$ cat src/rtl/uart_tx_arbiter_if.sv
// Requester/UART-transmitter handshake bundle for uart_tx_arbiter.
// master = requesters plus UART side (stimulus), slave = the arbiter.
interface uart_tx_arbiter_if #(
  parameter int NUM_REQ = 4
);
  logic [NUM_REQ-1:0]   REQ_VALID;
  logic [8*NUM_REQ-1:0] REQ_DATA;
  logic [NUM_REQ-1:0]   REQ_LAST;
  logic [NUM_REQ-1:0]   REQ_READY;
  logic                 TX_VALID;
  logic [7:0]           TX_DATA;
  logic                 TX_READY;
  logic [NUM_REQ-1:0]   GRANT;
  logic                 BUSY;
  logic                 ABORT;

  modport master (
    output REQ_VALID, REQ_DATA, REQ_LAST, TX_READY,
    input  REQ_READY, TX_VALID, TX_DATA, GRANT, BUSY, ABORT
  );

  modport slave (
    input  REQ_VALID, REQ_DATA, REQ_LAST, TX_READY,
    output REQ_READY, TX_VALID, TX_DATA, GRANT, BUSY, ABORT
  );
endinterface

$ cat src/rtl/uart_tx_arbiter.sv
// Packet-granular round-robin arbiter sharing one UART TX byte path, with an inter-packet gap.
// Optional stall abort is enabled by defining UART_TX_ARB_STALL_TIMEOUT_EN.
module uart_tx_arbiter #(
  parameter int NUM_REQ        = 4,
  parameter int GAP_CYCLES     = 16,
  parameter int TIMEOUT_CYCLES = 1024
) (
  input logic              FAB_CLK,
  input logic              RESET,
  uart_tx_arbiter_if.slave bus
);
  localparam int IDX_W = (NUM_REQ > 1) ? $clog2(NUM_REQ) : 1;
  localparam int GAP_W = (GAP_CYCLES > 1) ? $clog2(GAP_CYCLES) : 1;

  typedef enum logic [1:0] {IDLE, PKT, GAP} state_t;

  state_t             state_reg;
  logic [NUM_REQ-1:0] grant_reg;
  logic [IDX_W-1:0]   grant_idx_reg;
  logic [IDX_W-1:0]   rr_ptr_reg;
  logic [GAP_W-1:0]   gap_cnt_reg;
  logic               busy_reg;
  logic               abort_reg;

  logic [IDX_W-1:0]   winner_idx;
  logic [IDX_W-1:0]   cand;
  logic               winner_found;
  logic               in_pkt;
  logic               tx_valid;
  logic               transfer;
  logic               pkt_end;
  logic               stall_hit;
  logic [NUM_REQ-1:0] req_ready;

  // Scan downward so the candidate closest to rr_ptr+1 is the last, winning assignment.
  always_comb begin
    winner_idx   = '0;
    winner_found = 1'b0;
    cand         = '0;
    for (int off = NUM_REQ; off >= 1; off--) begin
      cand = IDX_W'((int'(rr_ptr_reg) + off) % NUM_REQ);
      if (bus.REQ_VALID[cand]) begin
        winner_idx   = cand;
        winner_found = 1'b1;
      end
    end
  end

  assign in_pkt   = (state_reg == PKT);
  assign tx_valid = in_pkt & bus.REQ_VALID[grant_idx_reg];
  assign transfer = tx_valid & bus.TX_READY;
  assign pkt_end  = transfer & bus.REQ_LAST[grant_idx_reg];

  for (genvar gi = 0; gi < NUM_REQ; gi++) begin : g_ready
    assign req_ready[gi] = in_pkt & grant_reg[gi] & bus.TX_READY;
  end

  assign bus.REQ_READY = req_ready;
  assign bus.TX_VALID  = tx_valid;
  assign bus.TX_DATA   = in_pkt ? bus.REQ_DATA[{grant_idx_reg, 3'b000} +: 8] : 8'h00;
  assign bus.GRANT     = grant_reg;
  assign bus.BUSY      = busy_reg;
  assign bus.ABORT     = abort_reg;

`ifdef UART_TX_ARB_STALL_TIMEOUT_EN
  localparam int TO_W = (TIMEOUT_CYCLES > 1) ? $clog2(TIMEOUT_CYCLES) : 1;

  logic [TO_W-1:0] stall_cnt_reg;

  assign stall_hit = in_pkt && !transfer && (stall_cnt_reg == TO_W'(TIMEOUT_CYCLES - 1));

  always_ff @(posedge FAB_CLK) begin
    if (RESET || !in_pkt || transfer) begin
      stall_cnt_reg <= '0;
    end else if (!stall_hit) begin
      stall_cnt_reg <= stall_cnt_reg + 1'b1;
    end
  end
`else
  logic unused_timeout;

  assign stall_hit      = 1'b0;
  assign unused_timeout = ^TIMEOUT_CYCLES;
`endif

  always_ff @(posedge FAB_CLK) begin
    if (RESET) begin
      state_reg     <= IDLE;
      grant_reg     <= '0;
      grant_idx_reg <= '0;
      rr_ptr_reg    <= IDX_W'(NUM_REQ - 1);
      gap_cnt_reg   <= '0;
      busy_reg      <= 1'b0;
      abort_reg     <= 1'b0;
    end else begin
      abort_reg <= 1'b0;
      case (state_reg)
        IDLE: begin
          if (winner_found) begin
            grant_reg     <= NUM_REQ'(1) << winner_idx;
            grant_idx_reg <= winner_idx;
            rr_ptr_reg    <= winner_idx;
            state_reg     <= PKT;
            busy_reg      <= 1'b1;
          end
        end
        PKT: begin
          // A stall abort closes the packet exactly like a LAST transfer.
          if (pkt_end || stall_hit) begin
            abort_reg <= stall_hit;
            grant_reg <= '0;
            if (GAP_CYCLES > 0) begin
              state_reg   <= GAP;
              gap_cnt_reg <= GAP_W'(GAP_CYCLES - 1);
            end else begin
              state_reg <= IDLE;
              busy_reg  <= 1'b0;
            end
          end
        end
        GAP: begin
          if (gap_cnt_reg == '0) begin
            state_reg <= IDLE;
            busy_reg  <= 1'b0;
          end else begin
            gap_cnt_reg <= gap_cnt_reg - 1'b1;
          end
        end
        default: begin
          state_reg <= IDLE;
          busy_reg  <= 1'b0;
          grant_reg <= '0;
        end
      endcase
    end
  end
endmodule

$ cat src/flat_wrapper.sv
// flat-port wrapper written by rule: the top's interface ports become plain ports
module uart_tx_arbiter_flat 
#(
  parameter int NUM_REQ        = 4,
  parameter int GAP_CYCLES     = 16,
  parameter int TIMEOUT_CYCLES = 1024
)
  (FAB_CLK, RESET, bus_REQ_VALID, bus_REQ_DATA, bus_REQ_LAST, bus_TX_READY, bus_REQ_READY, bus_TX_VALID, bus_TX_DATA, bus_GRANT, bus_BUSY, bus_ABORT);
  uart_tx_arbiter_if #(.NUM_REQ(NUM_REQ)) bus_i ();
  input logic FAB_CLK;
  input logic RESET;
  input wire logic [$bits(bus_i.REQ_VALID)-1:0] bus_REQ_VALID;
  input wire logic [$bits(bus_i.REQ_DATA)-1:0] bus_REQ_DATA;
  input wire logic [$bits(bus_i.REQ_LAST)-1:0] bus_REQ_LAST;
  input wire logic [$bits(bus_i.TX_READY)-1:0] bus_TX_READY;
  output wire logic [$bits(bus_i.REQ_READY)-1:0] bus_REQ_READY;
  output wire logic [$bits(bus_i.TX_VALID)-1:0] bus_TX_VALID;
  output wire logic [$bits(bus_i.TX_DATA)-1:0] bus_TX_DATA;
  output wire logic [$bits(bus_i.GRANT)-1:0] bus_GRANT;
  output wire logic [$bits(bus_i.BUSY)-1:0] bus_BUSY;
  output wire logic [$bits(bus_i.ABORT)-1:0] bus_ABORT;
  assign bus_i.REQ_VALID = bus_REQ_VALID;
  assign bus_i.REQ_DATA = bus_REQ_DATA;
  assign bus_i.REQ_LAST = bus_REQ_LAST;
  assign bus_i.TX_READY = bus_TX_READY;
  assign bus_REQ_READY = bus_i.REQ_READY;
  assign bus_TX_VALID = bus_i.TX_VALID;
  assign bus_TX_DATA = bus_i.TX_DATA;
  assign bus_GRANT = bus_i.GRANT;
  assign bus_BUSY = bus_i.BUSY;
  assign bus_ABORT = bus_i.ABORT;
  uart_tx_arbiter #(.NUM_REQ(NUM_REQ), .GAP_CYCLES(GAP_CYCLES), .TIMEOUT_CYCLES(TIMEOUT_CYCLES)) u_core (.FAB_CLK(FAB_CLK), .RESET(RESET), .bus(bus_i));
endmodule
$ cat config.mk
export PLATFORM = sky130hd
export DESIGN_NAME = uart_tx_arbiter_flat
export DESIGN_NICKNAME = d
export VERILOG_FILES = /design/src/rtl/uart_tx_arbiter_if.sv /design/src/rtl/uart_tx_arbiter.sv /design/src/flat_wrapper.sv
export SDC_FILE = /design/constraint.sdc
export NUM_CORES = 1
export LEC_CHECK = 0
export ABC_AREA = 1
export CAP_MARGIN = 20
export CORE_MARGIN = 8
export CORE_UTILIZATION = 41
export CTS_CLUSTER_DIAMETER = 30
export CTS_CLUSTER_SIZE = 16
export DETAILED_ROUTE_END_ITERATION = 7
export PLACE_DENSITY = 0.93
export SLEW_MARGIN = 30
export SYNTH_ARGS = -nofsm -noshare
export SYNTH_HDL_FRONTEND = slang
export SYNTH_SLANG_ARGS = --single-unit
$ cat constraint.sdc
create_clock -name FAB_CLK -period 2.1 [get_ports FAB_CLK]
set_input_delay 0.63 -clock FAB_CLK [delete_from_list [all_inputs] [get_ports FAB_CLK]]
set_output_delay 0.63 -clock FAB_CLK [all_outputs]
set_load 0.05 [all_outputs]
Word-level counts from Yosys, hierarchy flattened
Cells that the tools add are included.
{"block": "totals", "reg_bits": 15, "latch_bits": 0, "ramBits": 0, "mem_bits_ro": 0, "inputBits": 43, "out_inout_bits": 19, "n_memories": 0}
{"block": "op_classes", "addsub": 5, "n_mul": 0, "div": 0, "order_cmp": 5, "n_eq_ne": 6, "n_shift": 2, "n_mux": 34, "bitwise": 13, "n_reduce_logical": 8}
{"cell": "$shiftx A32 B6 Y8", "count": 1}
{"cell": "$mux W4", "count": 4}
{"cell": "$lt A2 B3 Y1 const B", "count": 5}
{"cell": "$mux W2", "count": 7}
{"cell": "$bmux W1 S2", "count": 6}
{"cell": "$mux W1", "count": 12}
{"cell": "$pmux W4 S3", "count": 1}
{"cell": "$reduce_and A3 Y1", "count": 4}
{"cell": "$and A1 B1 Y1", "count": 11}
{"cell": "$mux W8", "count": 1}
{"cell": "$pmux W4 S2", "count": 1}
{"cell": "$pmux W2 S3", "count": 1}
{"cell": "$add A2 B1 Y2 const B", "count": 2}
{"cell": "$add A2 B2 Y2 const B", "count": 2}
{"cell": "$logic_not A4 Y1", "count": 1}
{"cell": "$ne A2 B1 Y1 const B", "count": 2}
{"cell": "$ne A2 B2 Y1 const B", "count": 2}
{"cell": "$shl A1 B2 Y4 const A", "count": 1}
{"cell": "$sub A4 B1 Y4 const B", "count": 1}
{"cell": "$pmux W1 S3", "count": 1}
{"cell": "$eq A2 B1 Y1 const B", "count": 1}
{"cell": "$eq A2 B2 Y1 const B", "count": 1}
{"cell": "$logic_not A2 Y1", "count": 1}
{"cell": "$not A1 Y1", "count": 2}
{"cell": "other kinds (2)", "count": 2}

Depth between registers and ports, before layout
Gate-level depths: netlist of run 1.
{"block": "logic_depth", "depth_word": 10, "depth_mapped": 13, "depth_no_buf": 12}

Least setup slack after synthesis of run 1
No wires, ideal clock.
{"block": "synth_timing", "path_type": "register to output", "startpoint": "reg u_core.grant_idx_reg[0]", "endpoint": "out bus_TX_DATA[6]", "arrival_time_ns": 1.691, "required_ns": 1.470, "slack_ns": -0.221, "stages_incl_launch_ff": 7, "n_path_buf": 2, "cell_sequence": "dfxtp_1 buf_4 buf_2 nor2_1 nor2_1 o21ai_0 a21oi_1"}
{"block": "synth_between", "elab_chain_len": 2}
{"element": "start, declared", "line": "uart_tx_arbiter.sv:19", "rtl": "logic [IDX_W-1:0] grant_idx_reg;"}
{"element": "start signal, assigned", "line": "uart_tx_arbiter.sv:101", "rtl": "grant_idx_reg <= winner_idx;"}
{"element": "$shiftx A32 B6 Y8", "line": "uart_tx_arbiter.sv:60", "rtl": "assign bus.TX_DATA = in_pkt ? bus.REQ_DATA[{grant_idx_reg, 3'b000} +: 8] : 8'h00;"}
{"element": "$mux W8", "line": "uart_tx_arbiter.sv:60"}
{"element": "end, declared", "line": "flat_wrapper.sv:18", "rtl": "output wire logic [$bits(bus_i.TX_DATA)-1:0] bus_TX_DATA;"}
Every way passes these cells.

Worst setup path after layout of run 1
{"block": "layout_timing", "startpoint": "in bus_REQ_DATA[25]", "endpoint": "out bus_TX_DATA[1]"}
{"block": "layout_between", "elab_chain_len": 2}
{"element": "start, declared", "line": "flat_wrapper.sv:13", "rtl": "input wire logic [$bits(bus_i.REQ_DATA)-1:0] bus_REQ_DATA;"}
{"element": "$shiftx A32 B6 Y8", "line": "uart_tx_arbiter.sv:60"}
{"element": "$mux W8", "line": "uart_tx_arbiter.sv:60"}
Every way passes these cells.

==> impl_metrics.xml, run 1 <==
<?xml version="1.0" encoding="UTF-8"?>
<metrics>
  <group name="outcome">
    <metric name="status" unit="">complete, but fails checks</metric>
    <metric name="failed_checks" unit="">setup timing</metric>
  </group>
  <group name="sta">
    <metric name="report.final.hold_viol_count" unit="">0</metric>
    <metric name="tightestPinTransition" unit="ps">531.5</metric>
    <metric name="unrepaired_setup_endpoints_after_global_routing" unit="">true</metric>
    <metric name="clock-skew-final" unit="ps">8.463</metric>
    <metric name="setup_slack" unit="ps">-35.37</metric>
    <metric name="timing.hold.ws" unit="ps">476.2</metric>
    <metric name="fin_crit_sh" unit="%">101.7</metric>
    <metric name="setup_tns" unit="ps">-121.5</metric>
    <metric name="fmax" unit="GHz">0.4683</metric>
    <metric name="shortest_period_the_worst_path_allows" unit="ps">2135</metric>
    <metric name="final-max-slew-violation-count" unit="">0</metric>
    <metric name="slew_headroom" unit="%">64.45</metric>
    <metric name="setup-violations-final" unit="">5</metric>
  </group>
  <group name="yosys">
    <metric name="synthDistinctLibCells" unit="">26</metric>
    <metric name="synth_fp_nets" unit="">266</metric>
    <metric name="synth.avg_cell_area" unit="um2">5.709</metric>
    <metric name="netlist_area" unit="mm2">0.001267</metric>
    <metric name="synth_top_cell_area_share" unit="%">23.69</metric>
    <metric name="synth.yosys.warnings" unit="">0</metric>
    <metric name="synth.area.top_cells" unit="">sky130_fd_sc_hd__dfxtp_1 24%, sky130_fd_sc_hd__nand2_1 15%, sky130_fd_sc_hd__nor2_1 13%</metric>
    <metric name="synth_largest_area_cell" unit="">sky130_fd_sc_hd__dfxtp_1</metric>
    <metric name="synthesis.instances" unit="">222</metric>
    <metric name="synth.ff_latch_count" unit="">15</metric>
    <metric name="yosysSeqAreaShare" unit="%">23.69</metric>
  </group>
  <group name="final_layout">
    <metric name="syn2layout_area_growth" unit="%">81.54</metric>
    <metric name="multi_input_area" unit="um2">955.9</metric>
    <metric name="final_nets" unit="">339</metric>
    <metric name="n_antenna_cell" unit="">0</metric>
    <metric name="drive_gt1_share" unit="%">30.61</metric>
    <metric name="ff_latch_area" unit="um2">305.3</metric>
    <metric name="fillCellCount" unit="">198</metric>
    <metric name="stdcell_count" unit="">327</metric>
    <metric name="finalCoreUtilization" unit="%">76.63</metric>
  </group>
  <group name="setup_path">
    <metric name="timing.critical_path.fanout_max" unit="">1</metric>
    <metric name="r2r.worst_path.cells" unit="">10</metric>
    <metric name="cp_data_arrival_time" unit="ps">1510</metric>
    <metric name="timing.reg2reg.setup_slack" unit="ps">360</metric>
    <metric name="required" unit="ps">1470</metric>
    <metric name="r2r_start" unit="">u_core.rr_ptr_reg[0]$_SDFFE_PP1P_</metric>
    <metric name="end_kind" unit="">primary output</metric>
    <metric name="crit-reg2reg-capture" unit="">u_core.bus.GRANT[0]$_SDFFE_PP0P_</metric>
    <metric name="setup.worst_path.end" unit="">bus_TX_DATA[1]</metric>
    <metric name="timing.setup.critical_path_class" unit="">in -&gt; out</metric>
    <metric name="worstSetupStartpointType" unit="">input port</metric>
    <metric name="startpoint" unit="">bus_REQ_DATA[25]</metric>
  </group>
  <group name="route">
    <metric name="wirelength" unit="mm">5.079</metric>
    <metric name="met2_length" unit="mm">2.737</metric>
    <metric name="met1_length" unit="mm">1.909</metric>
    <metric name="vias" unit="">1716</metric>
    <metric name="detailedRoute.firstPassIterationCount" unit="">4</metric>
    <metric name="drtAntennaViolNets" unit="">0</metric>
    <metric name="route.detailed.wl_per_inst" unit="um">15.53</metric>
    <metric name="top_routing_layer_in_use" unit="">met4</metric>
    <metric name="met3RoutedLength" unit="um">240</metric>
    <metric name="remaining_drc_errors" unit="">0</metric>
    <metric name="drt_iter0_markers" unit="">106</metric>
    <metric name="post_drt_via_cell_ratio" unit="">5.248</metric>
  </group>
  <group name="placement">
    <metric name="placement.io_buffers" unit="">60</metric>
    <metric name="dpl.hpwl" unit="mm">3.714</metric>
    <metric name="dpl_worst_slack" unit="ps">-322.8</metric>
    <metric name="finalWeightedCongestion" unit="">0.8831</metric>
    <metric name="numPlacedInstances" unit="">320</metric>
  </group>
  <group name="clock_tree">
    <metric name="holdBufCountCts" unit="">0</metric>
    <metric name="tritoncts" unit="">built</metric>
    <metric name="cts.clk_slew.worst_paths" unit="ps">90</metric>
    <metric name="clk-insertion-delay-late" unit="ps">290</metric>
    <metric name="ctsRootBufferMaster" unit="">sky130_fd_sc_hd__clkbuf_4</metric>
    <metric name="cts.path.max_buffers" unit="">2</metric>
    <metric name="cts_sinks" unit="">15</metric>
    <metric name="total_cts_buffers" unit="">3</metric>
    <metric name="htreeDepth" unit="">1</metric>
  </group>
  <group name="floorplan">
    <metric name="die_width" unit="um">71.60</metric>
    <metric name="floorplan.die_area" unit="mm2">0.005127</metric>
    <metric name="placeableCoreArea" unit="mm2">0.003003</metric>
    <metric name="floorplan.initialDensity" unit="%">42.21</metric>
    <metric name="die_height" unit="um">71.60</metric>
    <metric name="ioPinCount" unit="">62</metric>
    <metric name="placement_rows" unit="">20</metric>
  </group>
  <group name="job">
    <metric name="cap_viol_max_count" unit="">0</metric>
  </group>
  <group name="grt">
    <metric name="grt_first_pass_wirelength" unit="mm">7.507</metric>
    <metric name="overflow" unit="">0</metric>
    <metric name="antenna_found_initial" unit="">0</metric>
    <metric name="largest_net_degree_at_the_start_of_global_routing" unit="">21</metric>
    <metric name="gr-usage-all-layers" unit="%">17.95</metric>
    <metric name="first_global_vias" unit="">1626</metric>
  </group>
  <group name="worst_hold_path">
    <metric name="hold_class" unit="">reg -&gt; reg</metric>
  </group>
  <group name="power">
    <metric name="p_leak" unit="uW">0.001116</metric>
    <metric name="ir_worst_vdd" unit="uV">899.1</metric>
    <metric name="cellPowerDensity" unit="mW/mm2">1449</metric>
  </group>
</metrics>
-- through the flow --
stage / cell area [um2] / power, uW
after detailed placement: 2103 / 2836
after CTS: 2173 / 3130
after global routing: 2301 / 3542
after floorplan: 1297 / 2015
final: 2301 / 3334
after global placement: 2103 / 2759
-- layout by cell type, fill, tap and decap left out, types with 3 or more instances in the layout --
cell	count
sky130_fd_sc_hd__dlymetal6s2s_1	9
sky130_fd_sc_hd__nor2_1	33
sky130_fd_sc_hd__o21ai_2	11
sky130_fd_sc_hd__buf_12	14
sky130_fd_sc_hd__dfxtp_1	13
sky130_fd_sc_hd__nor2_4	5
sky130_fd_sc_hd__nor2_2	8
sky130_fd_sc_hd__nand2_1	51
sky130_fd_sc_hd__a21oi_2	7
sky130_fd_sc_hd__buf_4	19
sky130_fd_sc_hd__nand2_2	8
sky130_fd_sc_hd__clkbuf_4	3
sky130_fd_sc_hd__nand3_1	16
sky130_fd_sc_hd__a21oi_1	8
sky130_fd_sc_hd__inv_1	21
sky130_fd_sc_hd__o21ai_1	5
sky130_fd_sc_hd__clkdlybuf4s50_1	9
sky130_fd_sc_hd__dlygate4sd2_1	24
sky130_fd_sc_hd__a211oi_1	3
-- final cells by class --
cell class	instances	share of cell area, %
Tap cell	33	1.794
Clock buffer	4	1.142
Sequential cell	15	13.27
Timing Repair Buffer	77	37.47
Multi-Input combinational cell	173	41.54
Inverter	25	4.785
-- metal layers --
layer  vias to the layer above  track usage (%)
met4                         0            4.989
met5                         -                0
li1                        852                -
met3                        20            4.324
met1                       782            18.57
met2                        62            34.51
-- power by group --
group / switching [uW] / total, uW / leakage [uW] / internal [uW]
Sequential: 114 / 529 / 0.000125 / 415
Clock: 101 / 175 / 0.0000150 / 73.9
Combinational: 1600 / 2630 / 0.000976 / 1030
Total: 1820 / 3330 / 0.00112 / 1510
-- logic make-up after synthesis --
| logic type | after synthesis | synth area share (%) |
|---|---|---|
| other | 1 | 0.2959 |
| XOR/XNOR | 1 | 0.6911 |
| AO/OA/AOI/OAI | 41 | 17.97 |
| adder cells (fa/ha/maj) | 1 | 0.9870 |
| flip-flops | 15 | 23.69 |
| AND/OR/NAND/NOR | 129 | 43.93 |
| buffers and inverters | 34 | 12.44 |
-- worst min path at each step --
stage                                  startpoint                            endpoint  depth (start not counted)
6_report       u_core.gap_cnt_reg[2]$_SDFFE_PP0P_  u_core.gap_cnt_reg[2]$_SDFFE_PP0P_                          2
5_1_grt        u_core.gap_cnt_reg[2]$_SDFFE_PP0P_  u_core.gap_cnt_reg[2]$_SDFFE_PP0P_                          2
4_1_cts        u_core.gap_cnt_reg[2]$_SDFFE_PP0P_  u_core.gap_cnt_reg[2]$_SDFFE_PP0P_                          2
3_5_place_dp   u_core.gap_cnt_reg[2]$_SDFFE_PP0P_  u_core.gap_cnt_reg[2]$_SDFFE_PP0P_                          2
3_3_place_gp         u_core.bus.BUSY$_SDFFE_PP0P_        u_core.bus.BUSY$_SDFFE_PP0P_                          2
2_1_floorplan  u_core.gap_cnt_reg[2]$_SDFFE_PP0P_  u_core.gap_cnt_reg[2]$_SDFFE_PP0P_                          2
-- cells in the mapped netlist --
master / instances
sky130_fd_sc_hd__nand3_2: 1
sky130_fd_sc_hd__and2_1: 3
sky130_fd_sc_hd__nand3b_2: 1
sky130_fd_sc_hd__nand4_1: 2
sky130_fd_sc_hd__buf_4: 2
sky130_fd_sc_hd__inv_1: 22
sky130_fd_sc_hd__conb_1: 1
sky130_fd_sc_hd__dfxtp_1: 15
sky130_fd_sc_hd__inv_6: 1
sky130_fd_sc_hd__buf_6: 2
sky130_fd_sc_hd__a211oi_1: 3
sky130_fd_sc_hd__o211ai_1: 2
sky130_fd_sc_hd__nand3_1: 17
sky130_fd_sc_hd__clkbuf_1: 3
sky130_fd_sc_hd__ha_1: 1
sky130_fd_sc_hd__buf_2: 2
sky130_fd_sc_hd__nand2_1: 51
sky130_fd_sc_hd__xor2_1: 1
sky130_fd_sc_hd__nor2_2: 2
sky130_fd_sc_hd__a21boi_2: 1
sky130_fd_sc_hd__nand2_2: 8
sky130_fd_sc_hd__a21oi_2: 1
sky130_fd_sc_hd__a21oi_1: 16
sky130_fd_sc_hd__nor2_1: 44
sky130_fd_sc_hd__o21ai_0: 18
sky130_fd_sc_hd__inv_2: 2
-- critical path, cell delays in order --
cell and delay, ps:
sky130_fd_sc_hd__clkdlybuf4s50_1 460, sky130_fd_sc_hd__o21ai_1 70, sky130_fd_sc_hd__a21oi_2 190, sky130_fd_sc_hd__buf_12 160
-- timing repair --
action,4_1_cts,5_1_grt
pin swaps,32,11
cloned,0,0
buffers inserted,2,1
endpoints found under the setup margin,13,13
gates resized for setup,55,35
No activity file was read; power rests on OpenSTA's default activity.
==> run 2: changes to the inputs <==
--- a/config.mk
+++ b/config.mk
@@ -13,7 +13,7 @@
 export CTS_CLUSTER_SIZE = 16
 export DETAILED_ROUTE_END_ITERATION = 7
 export PLACE_DENSITY = 0.93
-export SLEW_MARGIN = 30
+export SLEW_MARGIN = 10
 export SYNTH_ARGS = -nofsm -noshare
 export SYNTH_HDL_FRONTEND = slang
 export SYNTH_SLANG_ARGS = --single-unit
==> results of run 2 <==
The final DEF is identical to that of run 1; final timing and power are the same.
==> run 3: changes to the inputs <==
--- a/config.mk
+++ b/config.mk
@@ -7,12 +7,14 @@
 export LEC_CHECK = 0
 export ABC_AREA = 1
 export CAP_MARGIN = 20
+export CELL_PAD_IN_SITES_DETAIL_PLACEMENT = 0
+export CELL_PAD_IN_SITES_GLOBAL_PLACEMENT = 2
 export CORE_MARGIN = 8
-export CORE_UTILIZATION = 41
+export CORE_UTILIZATION = 20
 export CTS_CLUSTER_DIAMETER = 30
 export CTS_CLUSTER_SIZE = 16
 export DETAILED_ROUTE_END_ITERATION = 7
-export PLACE_DENSITY = 0.93
+export PLACE_DENSITY = 0.95
 export SLEW_MARGIN = 10
 export SYNTH_ARGS = -nofsm -noshare
 export SYNTH_HDL_FRONTEND = slang
==> run 3 against run 2 <==
  * The flow now finishes without violations
  * Core utilization fell by 37 points
  * Routed wire length fell by 7.7%
  * Total power rose by 2.3%
  * Clock power rose by 34%
  * Critical path depth did not move
  * Setup slack improved by 48 ps
  * Maximum frequency rose by 2.3%
  * Via count fell by 7.5%
  * Worst hold slack got worse by 14 ps
  * Non-clock buffer count rose by 4
  * Highest routed layer unchanged
==> impl_metrics.xml, run 3 (synthesis results as in run 1) <==
<?xml version="1.0" encoding="UTF-8"?>
<metrics>
  <group name="floorplan">
    <metric name="ioPinCount" unit="">62</metric>
    <metric name="floorplan.die_area" unit="mm2">0.009140</metric>
    <metric name="placeableCoreArea" unit="mm2">0.006241</metric>
    <metric name="die_height" unit="um">95.61</metric>
    <metric name="floorplan.initialDensity" unit="%">20.31</metric>
    <metric name="placement_rows" unit="">29</metric>
    <metric name="die_width" unit="um">95.61</metric>
  </group>
  <group name="worst_hold_path">
    <metric name="hold_class" unit="">reg -&gt; reg</metric>
  </group>
  <group name="sta">
    <metric name="fin_crit_sh" unit="%">99.41</metric>
    <metric name="tightestPinTransition" unit="ps">552.9</metric>
    <metric name="setup_tns" unit="ps">0</metric>
    <metric name="report.final.hold_viol_count" unit="">0</metric>
    <metric name="setup-violations-final" unit="">0</metric>
    <metric name="unrepaired_setup_endpoints_after_global_routing" unit="">true</metric>
    <metric name="clock-skew-final" unit="ps">6.483</metric>
    <metric name="fmax" unit="GHz">0.4790</metric>
    <metric name="setup_slack" unit="ps">12.44</metric>
    <metric name="slew_headroom" unit="%">63.02</metric>
    <metric name="final-max-slew-violation-count" unit="">0</metric>
    <metric name="shortest_period_the_worst_path_allows" unit="ps">2088</metric>
  </group>
  <group name="setup_path">
    <metric name="cp_slowest_stage_delay" unit="ps">470</metric>
    <metric name="end_kind" unit="">primary output</metric>
    <metric name="timing.critical_path.slowest_stage_cell" unit="">sky130_fd_sc_hd__clkdlybuf4s50_1</metric>
    <metric name="required" unit="ps">1470</metric>
    <metric name="timing.setup.critical_path_class" unit="">in -&gt; out</metric>
    <metric name="worstSetupStartpointType" unit="">input port</metric>
    <metric name="cp_data_arrival_time" unit="ps">1460</metric>
    <metric name="critical_path.cell_chain" unit="">clkdlybuf4s50_1 -&gt; o21ai_2 -&gt; a21oi_4 -&gt; buf_12</metric>
    <metric name="timing.critical_path.fanout_max" unit="">1</metric>
  </group>
  <group name="route">
    <metric name="drt_iter0_markers" unit="">37</metric>
    <metric name="wirelength" unit="mm">4.690</metric>
    <metric name="route.detailed.wl_per_inst" unit="um">12.47</metric>
    <metric name="drtAntennaViolNets" unit="">0</metric>
    <metric name="post_drt_via_cell_ratio" unit="">4.223</metric>
    <metric name="vias" unit="">1588</metric>
    <metric name="detailedRoute.firstPassIterationCount" unit="">4</metric>
    <metric name="remaining_drc_errors" unit="">0</metric>
  </group>
  <group name="placement">
    <metric name="numPlacedInstances" unit="">363</metric>
    <metric name="post_dp_cell_area" unit="mm2">0.002151</metric>
    <metric name="placement.io_buffers" unit="">60</metric>
    <metric name="finalWeightedCongestion" unit="">0.7650</metric>
    <metric name="dpl.hpwl" unit="mm">3.625</metric>
    <metric name="dpl_worst_slack" unit="ps">-350.1</metric>
  </group>
  <group name="final_layout">
    <metric name="multi_input_area" unit="um2">982.2</metric>
    <metric name="layout_common_cells" unit="">51 x sky130_fd_sc_hd__nand2_1, 33 x sky130_fd_sc_hd__nor2_1, 21 x sky130_fd_sc_hd__buf_4, 20 x sky130_fd_sc_hd__inv_1, 20 x sky130_fd_sc_hd__dlygate4sd2_1</metric>
    <metric name="syn2layout_area_growth" unit="%">94.08</metric>
    <metric name="drive_gt1_share" unit="%">33.44</metric>
    <metric name="ff_latch_area" unit="um2">304.0</metric>
    <metric name="finalInstanceArea" unit="mm2">0.002460</metric>
    <metric name="fillCellCount" unit="">662</metric>
    <metric name="stdcell_count" unit="">376</metric>
    <metric name="n_antenna_cell" unit="">0</metric>
    <metric name="layout_commonest_cell" unit="">sky130_fd_sc_hd__nand2_1</metric>
    <metric name="final_nets" unit="">344</metric>
  </group>
  <group name="power">
    <metric name="cellPowerDensity" unit="mW/mm2">1387</metric>
    <metric name="post-layout-total-power" unit="uW">3412</metric>
    <metric name="ir_worst_vdd" unit="uV">452.9</metric>
    <metric name="p_leak" unit="uW">0.001181</metric>
  </group>
  <group name="clock_tree">
    <metric name="cts.clk_slew.worst_paths" unit="ps">60</metric>
    <metric name="cts.path.max_buffers" unit="">2</metric>
    <metric name="clk-insertion-delay-late" unit="ps">250</metric>
    <metric name="cts_sinks" unit="">15</metric>
    <metric name="tritoncts" unit="">built</metric>
    <metric name="htreeDepth" unit="">1</metric>
    <metric name="total_cts_buffers" unit="">3</metric>
    <metric name="ctsRootBufferMaster" unit="">sky130_fd_sc_hd__clkbuf_8</metric>
    <metric name="holdBufCountCts" unit="">0</metric>
  </group>
  <group name="outcome">
    <metric name="status" unit="">complete, no violations</metric>
  </group>
  <group name="grt">
    <metric name="largest_net_degree_at_the_start_of_global_routing" unit="">21</metric>
    <metric name="overflow" unit="">0</metric>
    <metric name="antenna_found_initial" unit="">0</metric>
    <metric name="grt_first_pass_wirelength" unit="mm">7.452</metric>
    <metric name="first_global_vias" unit="">1570</metric>
    <metric name="gr-usage-all-layers" unit="%">10.05</metric>
  </group>
  <group name="job">
    <metric name="cap_viol_max_count" unit="">0</metric>
  </group>
</metrics>
## run 3: layout make-up
cell class / count / share of cell area (%)
timing repair buffer: 81 / 36.88
timing repair inverter: 1 / 0.3561
multi-input combinational: 173 / 39.93
sequential: 15 / 12.36
clock buffer: 3 / 1.679
clock inverter: 1 / 0.2035
tap: 77 / 3.917
inverter: 25 / 4.680
## run 3: worst max-delay path, delay by kind of cell
family / cells / cell delay, ps
AO/OA/AOI/OAI: 2 / 210
buffers and inverters: 2 / 620
## run 3: what timing repair did
action	in CTS	in global routing
pin swaps	26	22
gates resized for setup	54	54
endpoints found under the setup margin	13	9
buffers inserted	2	5
cloned	0	2
## run 3: power breakdown
group / switching (uW) / internal, uW / leakage, uW
Sequential: 125 / 414 / 0.000125
Clock: 103 / 131 / 0.0000255
Combinational: 1550 / 1080 / 0.00103
Total: 1780 / 1630 / 0.00118
## run 3: path summary, 6_finish.rpt
path                                        start                                 end  slack, ps  cells after the start
max                              bus_REQ_DATA[24]                      bus_TX_DATA[0]         10                      4
min            u_core.gap_cnt_reg[2]$_SDFFE_PP0P_  u_core.gap_cnt_reg[2]$_SDFFE_PP0P_        460                      2
max reg2reg  u_core.grant_idx_reg[0]$_SDFFE_PP0P_    u_core.bus.GRANT[0]$_SDFFE_PP0P_        380                     11
min reg2reg    u_core.gap_cnt_reg[2]$_SDFFE_PP0P_  u_core.gap_cnt_reg[2]$_SDFFE_PP0P_        460                      2
## run 3: through the flow
step                utilization (%)  hold WS (ps)
CTS                           35.61         466.6
finish                        39.41         462.1
global route                  39.41         487.6
floorplan                         -         439.2
detailed placement            34.46         458.5
global placement              34.46         452.1
## run 3: metal layers
layer / global-route usage, % / up-vias / wire length, um
met4: 2.305 / 0 / 14
li1: - / 868 / -
met2: 17.43 / 18 / 2385
met1: 12.47 / 700 / 2128
met3: 1.890 / 2 / 161
met5: 0 / - / 0
